## src/rtl/pipeline_scoreboard_pkg.sv

```systemverilog
// Shared constants for the register scoreboard: register count, latency range,
// derived widths and the latency classes used by the decode stage.
package pipeline_scoreboard_pkg;

  localparam int unsigned NREG    = 32;
  localparam int unsigned MAX_LAT = 7;
  localparam int unsigned CNTW    = 32;
  localparam int unsigned RW      = $clog2(NREG);
  localparam int unsigned LW      = $clog2(MAX_LAT + 1);

  // Latency classes: cycles after issue before the result can be forwarded.
  localparam int unsigned LAT_ALU  = 0;
  localparam int unsigned LAT_LOAD = 1;
  localparam int unsigned LAT_MUL  = 3;

  // Latencies beyond the tracked range saturate at the largest tracked value.
  function automatic int unsigned clamp_lat(input int unsigned lat, input int unsigned max_lat);
    return (lat > max_lat) ? max_lat : lat;
  endfunction

endpackage

```

## src/rtl/pipeline_scoreboard_sb_entry.sv

```systemverilog
// One scoreboard slot: a pending-write flag plus a countdown of cycles until
// the pending result becomes forwardable.
module sb_entry
  import pipeline_scoreboard_pkg::*;
#(
  parameter int unsigned MaxLat = MAX_LAT,
  parameter int unsigned LatW   = LW
) (
  input  logic            clk_i,
  input  logic            rst_i,
  input  logic            set_i,
  input  logic [LatW-1:0] lat_i,
  input  logic            clr_i,
  output logic            pend_o,
  output logic            pend_d_o,
  output logic [LatW-1:0] cnt_o
);

  logic            pend_q, pend_d;
  logic [LatW-1:0] cnt_q, cnt_d;

  // Next state: clear of a live entry beats a new claim, which beats the countdown.
  always_comb begin
    pend_d = pend_q;
    cnt_d  = cnt_q;
    if (cnt_q != '0) begin
      cnt_d = cnt_q - LatW'(1);
    end
    // Clearing an idle slot is a no-op, so a same-cycle claim still lands.
    if (clr_i && pend_q) begin
      pend_d = 1'b0;
      cnt_d  = '0;
    end else if (set_i) begin
      pend_d = 1'b1;
      cnt_d  = LatW'(clamp_lat(32'(lat_i), MaxLat));
    end
  end

  // Slot state register with synchronous reset.
  always_ff @(posedge clk_i) begin
    if (rst_i) begin
      pend_q <= 1'b0;
      cnt_q  <= '0;
    end else begin
      pend_q <= pend_d;
      cnt_q  <= cnt_d;
    end
  end

  assign pend_o   = pend_q;
  assign pend_d_o = pend_d;
  assign cnt_o    = cnt_q;

endmodule

```

## src/rtl/pipeline_scoreboard.sv

```systemverilog
// Register scoreboard for the in-order pipeline: tracks pending writes per
// register and stalls decode on RAW (result not yet forwardable) and WAW hazards.
module pipeline_scoreboard #(
  parameter int unsigned NREG    = pipeline_scoreboard_pkg::NREG,
  parameter int unsigned MAX_LAT = pipeline_scoreboard_pkg::MAX_LAT,
  parameter int unsigned CNTW    = pipeline_scoreboard_pkg::CNTW,
  localparam int unsigned RW     = $clog2(NREG),
  localparam int unsigned LW     = $clog2(MAX_LAT + 1),
  localparam int unsigned OW     = RW + 1
) (
  input  logic            clk,
  input  logic            rst,
  input  logic            id_valid,
  input  logic [RW-1:0]   id_rs1,
  input  logic [RW-1:0]   id_rs2,
  input  logic            id_rs1_used,
  input  logic            id_rs2_used,
  input  logic [RW-1:0]   id_rd,
  input  logic            id_reg_write,
  input  logic [LW-1:0]   id_lat,
  input  logic            flush,
  input  logic            wb_valid,
  input  logic [RW-1:0]   wb_rd,
  output logic            stall,
  output logic            issue,
  output logic [NREG-1:0] busy_vec,
  output logic [OW-1:0]   outstanding,
  output logic [CNTW-1:0] stall_cycles
);

  logic [NREG-1:0] pend, pend_next;
  logic [LW-1:0]   cnt [NREG];
  logic [NREG-1:0] set_vec, clr_vec;
  logic            raw1, raw2, waw;
  logic            last_v_q, last_v_d;
  logic [RW-1:0]   last_rd_q, last_rd_d;
  logic [OW-1:0]   outstanding_q, outstanding_d;
  logic [CNTW-1:0] stall_cycles_q, stall_cycles_d;
  logic            unused_slot0;

  // Register 0 is hard-wired idle; its set/clear strobes are dropped.
  assign pend[0]      = 1'b0;
  assign pend_next[0] = 1'b0;
  assign cnt[0]       = '0;
  assign unused_slot0 = set_vec[0] ^ clr_vec[0];

  for (genvar r = 1; r < NREG; r++) begin : g_entry
    sb_entry #(
      .MaxLat (MAX_LAT),
      .LatW   (LW)
    ) u_entry (
      .clk_i    (clk),
      .rst_i    (rst),
      .set_i    (set_vec[r]),
      .lat_i    (id_lat),
      .clr_i    (clr_vec[r]),
      .pend_o   (pend[r]),
      .pend_d_o (pend_next[r]),
      .cnt_o    (cnt[r])
    );
  end

  // Hazards come from current state only, so stall has no register delay.
  assign raw1  = id_rs1_used && pend[id_rs1] && (cnt[id_rs1] != '0);
  assign raw2  = id_rs2_used && pend[id_rs2] && (cnt[id_rs2] != '0);
  assign waw   = id_reg_write && (id_rd != '0) && pend[id_rd];
  assign stall = !rst && id_valid && !flush && (raw1 || raw2 || waw);
  assign issue = !rst && id_valid && !stall && !flush;

  // Per-slot claim and release strobes: issue claims rd, write-back and a
  // flush of the previous cycle's issue release.
  always_comb begin
    set_vec = '0;
    clr_vec = '0;
    if (issue && id_reg_write) begin
      set_vec[id_rd] = 1'b1;
    end
    if (wb_valid) begin
      clr_vec[wb_rd] = 1'b1;
    end
    if (flush && last_v_q) begin
      clr_vec[last_rd_q] = 1'b1;
    end
  end

  // Next-state for flush tracking, occupancy popcount and the stall counter.
  always_comb begin
    last_v_d  = issue && id_reg_write && (id_rd != '0);
    last_rd_d = id_rd;
    // Popcount of the next pending set, so the register matches busy_vec.
    outstanding_d = '0;
    for (int unsigned i = 0; i < NREG; i++) begin
      outstanding_d = outstanding_d + OW'(pend_next[i]);
    end
    stall_cycles_d = stall_cycles_q;
    if (stall && !(&stall_cycles_q)) begin
      stall_cycles_d = stall_cycles_q + CNTW'(1);
    end
  end

  // Bookkeeping registers with synchronous reset.
  always_ff @(posedge clk) begin
    if (rst) begin
      last_v_q       <= 1'b0;
      last_rd_q      <= '0;
      outstanding_q  <= '0;
      stall_cycles_q <= '0;
    end else begin
      last_v_q       <= last_v_d;
      last_rd_q      <= last_rd_d;
      outstanding_q  <= outstanding_d;
      stall_cycles_q <= stall_cycles_d;
    end
  end

  assign busy_vec     = rst ? '0 : pend;
  assign outstanding  = rst ? '0 : outstanding_q;
  assign stall_cycles = stall_cycles_q;

endmodule

```

## config.mk

```make
export PLATFORM = sky130hd
export DESIGN_NAME = pipeline_scoreboard
export DESIGN_NICKNAME = d
export VERILOG_FILES = /design/src/rtl/pipeline_scoreboard_pkg.sv /design/src/rtl/pipeline_scoreboard_sb_entry.sv /design/src/rtl/pipeline_scoreboard.sv
export SDC_FILE = /design/constraint.sdc
export NUM_CORES = 1
export LEC_CHECK = 0
export ABC_AREA = 0
export CAP_MARGIN = 40
export CORE_MARGIN = 1.5
export CORE_UTILIZATION = 65
export CTS_CLUSTER_SIZE = 8
export DETAILED_ROUTE_END_ITERATION = 10
export DONT_BUFFER_PORTS = 1
export PLACE_DENSITY = 0.88
export RECOVER_POWER = 100
export SETUP_SLACK_MARGIN = 0.05
export SYNTH_ARGS = -nofsm -noshare
export SYNTH_HDL_FRONTEND = slang
export SYNTH_SLANG_ARGS = --single-unit
export TNS_END_PERCENT = 30
```

## constraint.sdc

```tcl
create_clock -name clk -period 10.9 [get_ports clk]
set_clock_uncertainty 0.15 [all_clocks]
set_input_delay 2.18 -clock clk [delete_from_list [all_inputs] [get_ports clk]]
set_output_delay 2.18 -clock clk [all_outputs]
set_load 0.02 [all_outputs]
```

==> impl_metrics.tcl <==
set metrics [dict create \
    ys_seq_area_frac 0.269 \
    fin_crit_sh 0.869 \
    rows 50 \
    hold_path_end "g_entry[1].u_entry.pend_o$_SDFF_PP0_" \
    cts_made_buffers 17 \
    grtUsageTotal 0.346 \
    powerDensity_nw_per_um2 192 \
    grt_max_degree 136 \
    drive_above_1_share 0.0637 \
    die-area_sq_um 20100 \
    cp_max_fo 29 \
    synth-edff-count 0 \
    max-cap-violations 2 \
    fin_nets 1602 \
    worst_pin_slew_ns 1.68 \
    synth_cell_types 65 \
    relSlewSlack -0.121 \
    fin_cells 1725 \
    max_freq_mhz 106 \
    synth_nets 1634 \
    coreArea_sq_um 18800 \
    crit_chain "mux4_2, mux2_2, nand2_1, a31oi_1, o2111ai_1, nand3_4, clkbuf_1, nor3_1, a21oi_1, fa_1, fa_1, fa_1, fa_1, fa_1, inv_1, fa_1, inv_1, fa_1, inv_1, fa_1, a21o_1, a21oi_1, xor2_1, nor2_1" \
    hp-start "g_entry[1].u_entry.pend_o$_SDFF_PP0_" \
    whs_path_depth 1 \
    drt_iter0_markers 1403 \
    grt_pass1_vias 10780 \
    dp_cells 1692 \
    rsz0062_at_grt "false" \
    peakVddDrop_mv 0.153 \
    end_kind "flip-flop" \
    worst-r2r-setup-slack_ns 2.41 \
    htreeDepth 4 \
    finalSetupTns_ns 0 \
    antenna_found_initial 0 \
    run_status "complete, but fails checks" \
    maxSlewViolCount 73 \
    ff2ff_path_depth 24 \
    p_leak_uw 0.00490 \
    io_pins 103 \
    clock_sinks 168 \
    cp-start-kind "input port" \
    placed_area_sq_um 12600 \
    ys.flop_type "dfxtp_1" \
    r2r_start "g_entry[12].u_entry.cnt_o[0]$_SDFFE_PP0P_" \
    cp_slowest_stage_delay_ns 0.89 \
    cts_hold_buffers 0 \
    dr_total_vias 11273 \
    crit_top_cell "fa_1" \
    vias_per_cell 6.54 \
    hold_ws_ns 0.426 \
    setup_violations 0 \
    dp_hpwl_um 25300 \
    critPathKind "input port to flip-flop" \
    grt.overflow.total 0 \
    portBuffers 0 \
    start_util 0.666 \
    fillCellCount 1469 \
    die_w_um 142 \
    syn_avg_cell_area_sq_um 8.28 \
    n_antenna_cell 0 \
    finalHoldViolCount 0 \
    root_buffer "clkbuf_16" \
    cts_buffer_depth 2 \
    post_cts_resized 0 \
    cts_tree "yes" \
    hold_class "flip-flop to flip-flop" \
    worstPathArrival_ns 9.67 \
    cp_top_family "adder cells" \
    syn_area_sq_um 12500 \
    final_area_sq_um 12900 \
    crit_path_top_delay_cell "nor3_1" \
    critPathRequiredTime_ns 11.10 \
    period_minus_slack_ns 9.47 \
    final_common_cell "nand2_1" \
    dr.pass1.iters 6 \
    grt_pass1_wl_um 54600 \
    post_drt_wl_per_cell_um 20.0 \
    die_h_um 142 \
    clk_pin_slew_ns 0.07 \
    synth.yosys.warnings 0 \
    r2r_end "outstanding_q[4]$_SDFF_PP0_" \
    synth_seq_cells 168 \
    ant_nets 0 \
    syn-instance-count 1510 \
    crit_buf_inv 4 \
    area_delta_synth_final_pct 2.88 \
    synth-async-reset-ratio 0 \
    place_congestion 1.04 \
    clk_latency_ns 0.46 \
    mostFrequentLayoutCells "248 x nand2_1, 168 x dfxtp_1, 116 x inv_1, 104 x mux2i_1, 98 x nor2b_1" \
    post_cts_buffers 0 \
    violations "capacitance limit, slew limit" \
    routed_wl_um 34500 \
    drc_errors 0 \
]
==> layout make-up <==
cell class	instances	area (sq um)	share of cell area
Clock buffer	17	425	0.0331
Multi-Input combinational cell	1169	8120	0.631
Sequential cell	168	3360	0.261
Clock inverter	15	176	0.0137
Inverter	116	435	0.0339
Tap cell	234	293	0.0228
Timing Repair Buffer	6	48.8	0.00379
==> report_power, final <==
| group | switching (uW) | internal, uW | total, uW |
|---|---|---|---|
| combinational | 487 | 446 | 933 |
| clock | 307 | 311 | 618 |
| sequential | 159 | 758 | 917 |
==> layer usage <==
| layer | global-route usage | up-vias | routed length (um) |
|---|---|---|---|
| li1 | - | 5186 | - |
| met1 | 0.409 | 5212 | 12700 |
| met2 | 0.557 | 688 | 15700 |
| met3 | 0.110 | 187 | 4170 |
| met4 | 0.197 | 0 | 1920 |
| met5 | 0 | - | 0 |
==> cell usage after synthesis (6+ instances only) <==
cell / number / area [sq um]
a21o_1: 16 / 120
a21oi_1: 54 / 270
a311oi_1: 6 / 52.6
and3_1: 10 / 62.6
buf_2: 18 / 90.1
clkbuf_1: 29 / 109
dfxtp_1: 168 / 3360
fa_1: 23 / 460
ha_1: 70 / 876
inv_1: 116 / 435
mux2_2: 42 / 473
mux2i_1: 104 / 1040
mux4_2: 8 / 180
nand2_1: 248 / 931
nand2b_1: 11 / 68.8
nand3_1: 32 / 160
nand3b_1: 13 / 97.6
nand4_1: 15 / 93.8
nor2_1: 97 / 364
nor2b_1: 98 / 613
nor3_1: 21 / 105
nor3_4: 28 / 455
o211ai_1: 8 / 60.1
o21a_1: 31 / 233
o21ai_0: 47 / 235
o22a_1: 9 / 78.8
o22ai_1: 24 / 150
o311ai_0: 17 / 149
o31ai_1: 19 / 143
or3_1: 9 / 56.3
or4_1: 10 / 75.1
xnor2_1: 33 / 289
==> worst max path at each step <==
stage          startpoint                           to  slack, ns  depth (start not counted)
2_1_floorplan   id_rs1[0]  outstanding_q[4]$_SDFF_PP0_       2.20                         25
3_3_place_gp    id_rs1[0]  outstanding_q[4]$_SDFF_PP0_       1.69                         23
3_5_place_dp    id_rs1[0]  outstanding_q[4]$_SDFF_PP0_       1.48                         24
4_1_cts         id_rs1[0]  outstanding_q[4]$_SDFF_PP0_       1.91                         23
5_1_grt         id_rs1[0]  outstanding_q[4]$_SDFF_PP0_       1.09                         25
6_report        id_rs1[0]  outstanding_q[4]$_SDFF_PP0_       1.43                         24
==> stage by stage <==
step / power, uW / utilization / setup slack (ns)
6_report: 2470 / 0.685 / 1.43
5_1_grt: 2640 / 0.685 / 1.09
4_1_cts: 2470 / 0.703 / 1.91
3_5_place_dp: 1840 / 0.671 / 1.48
3_3_place_gp: 1780 / 0.670 / 1.69
2_1_floorplan: 1650 / - / 2.20
==> cell families after synthesis <==
| group | Yosys count | synth area share |
|---|---|---|
| buffers and inverters | 173 | 0.0555 |
| other | 1 | 0.000300 |
| multiplexers | 155 | 0.136 |
| adder cells (fa/ha/maj) | 93 | 0.107 |
| AO/OA/AOI/OAI | 264 | 0.142 |
| flip-flops | 168 | 0.269 |
| AND/OR/NAND/NOR | 622 | 0.266 |
| XOR/XNOR | 34 | 0.0238 |
==> flip-flops by register name (all words and copies together), names as in the netlist <==
register	cells
last_rd_q	5
last_v_q	1
g_entry.u_entry.pend_o	31
g_entry.u_entry.cnt_o	93
outstanding_q	6
stall_cycles	32
==> worst register-to-register path, stage by stage, from the launching register on <==
cell      delay (ns)
dfxtp_1         0.33
o31ai_1         0.74
mux4_2          0.39
a21o_1          0.11
a21oi_1         0.07
a211oi_2        0.35
nand3_4         0.09
clkbuf_1        0.63
nor3_1          0.89
a21oi_1         0.16
fa_1            0.63
fa_1            0.46
fa_1            0.62
fa_1            0.46
fa_1            0.53
inv_1           0.05
fa_1            0.43
inv_1           0.09
fa_1            0.16
inv_1           0.06
fa_1            0.41
a21o_1          0.20
a21oi_1         0.16
xor2_1          0.16
nor2_1          0.05
Power figures use the tool's default switching activity.
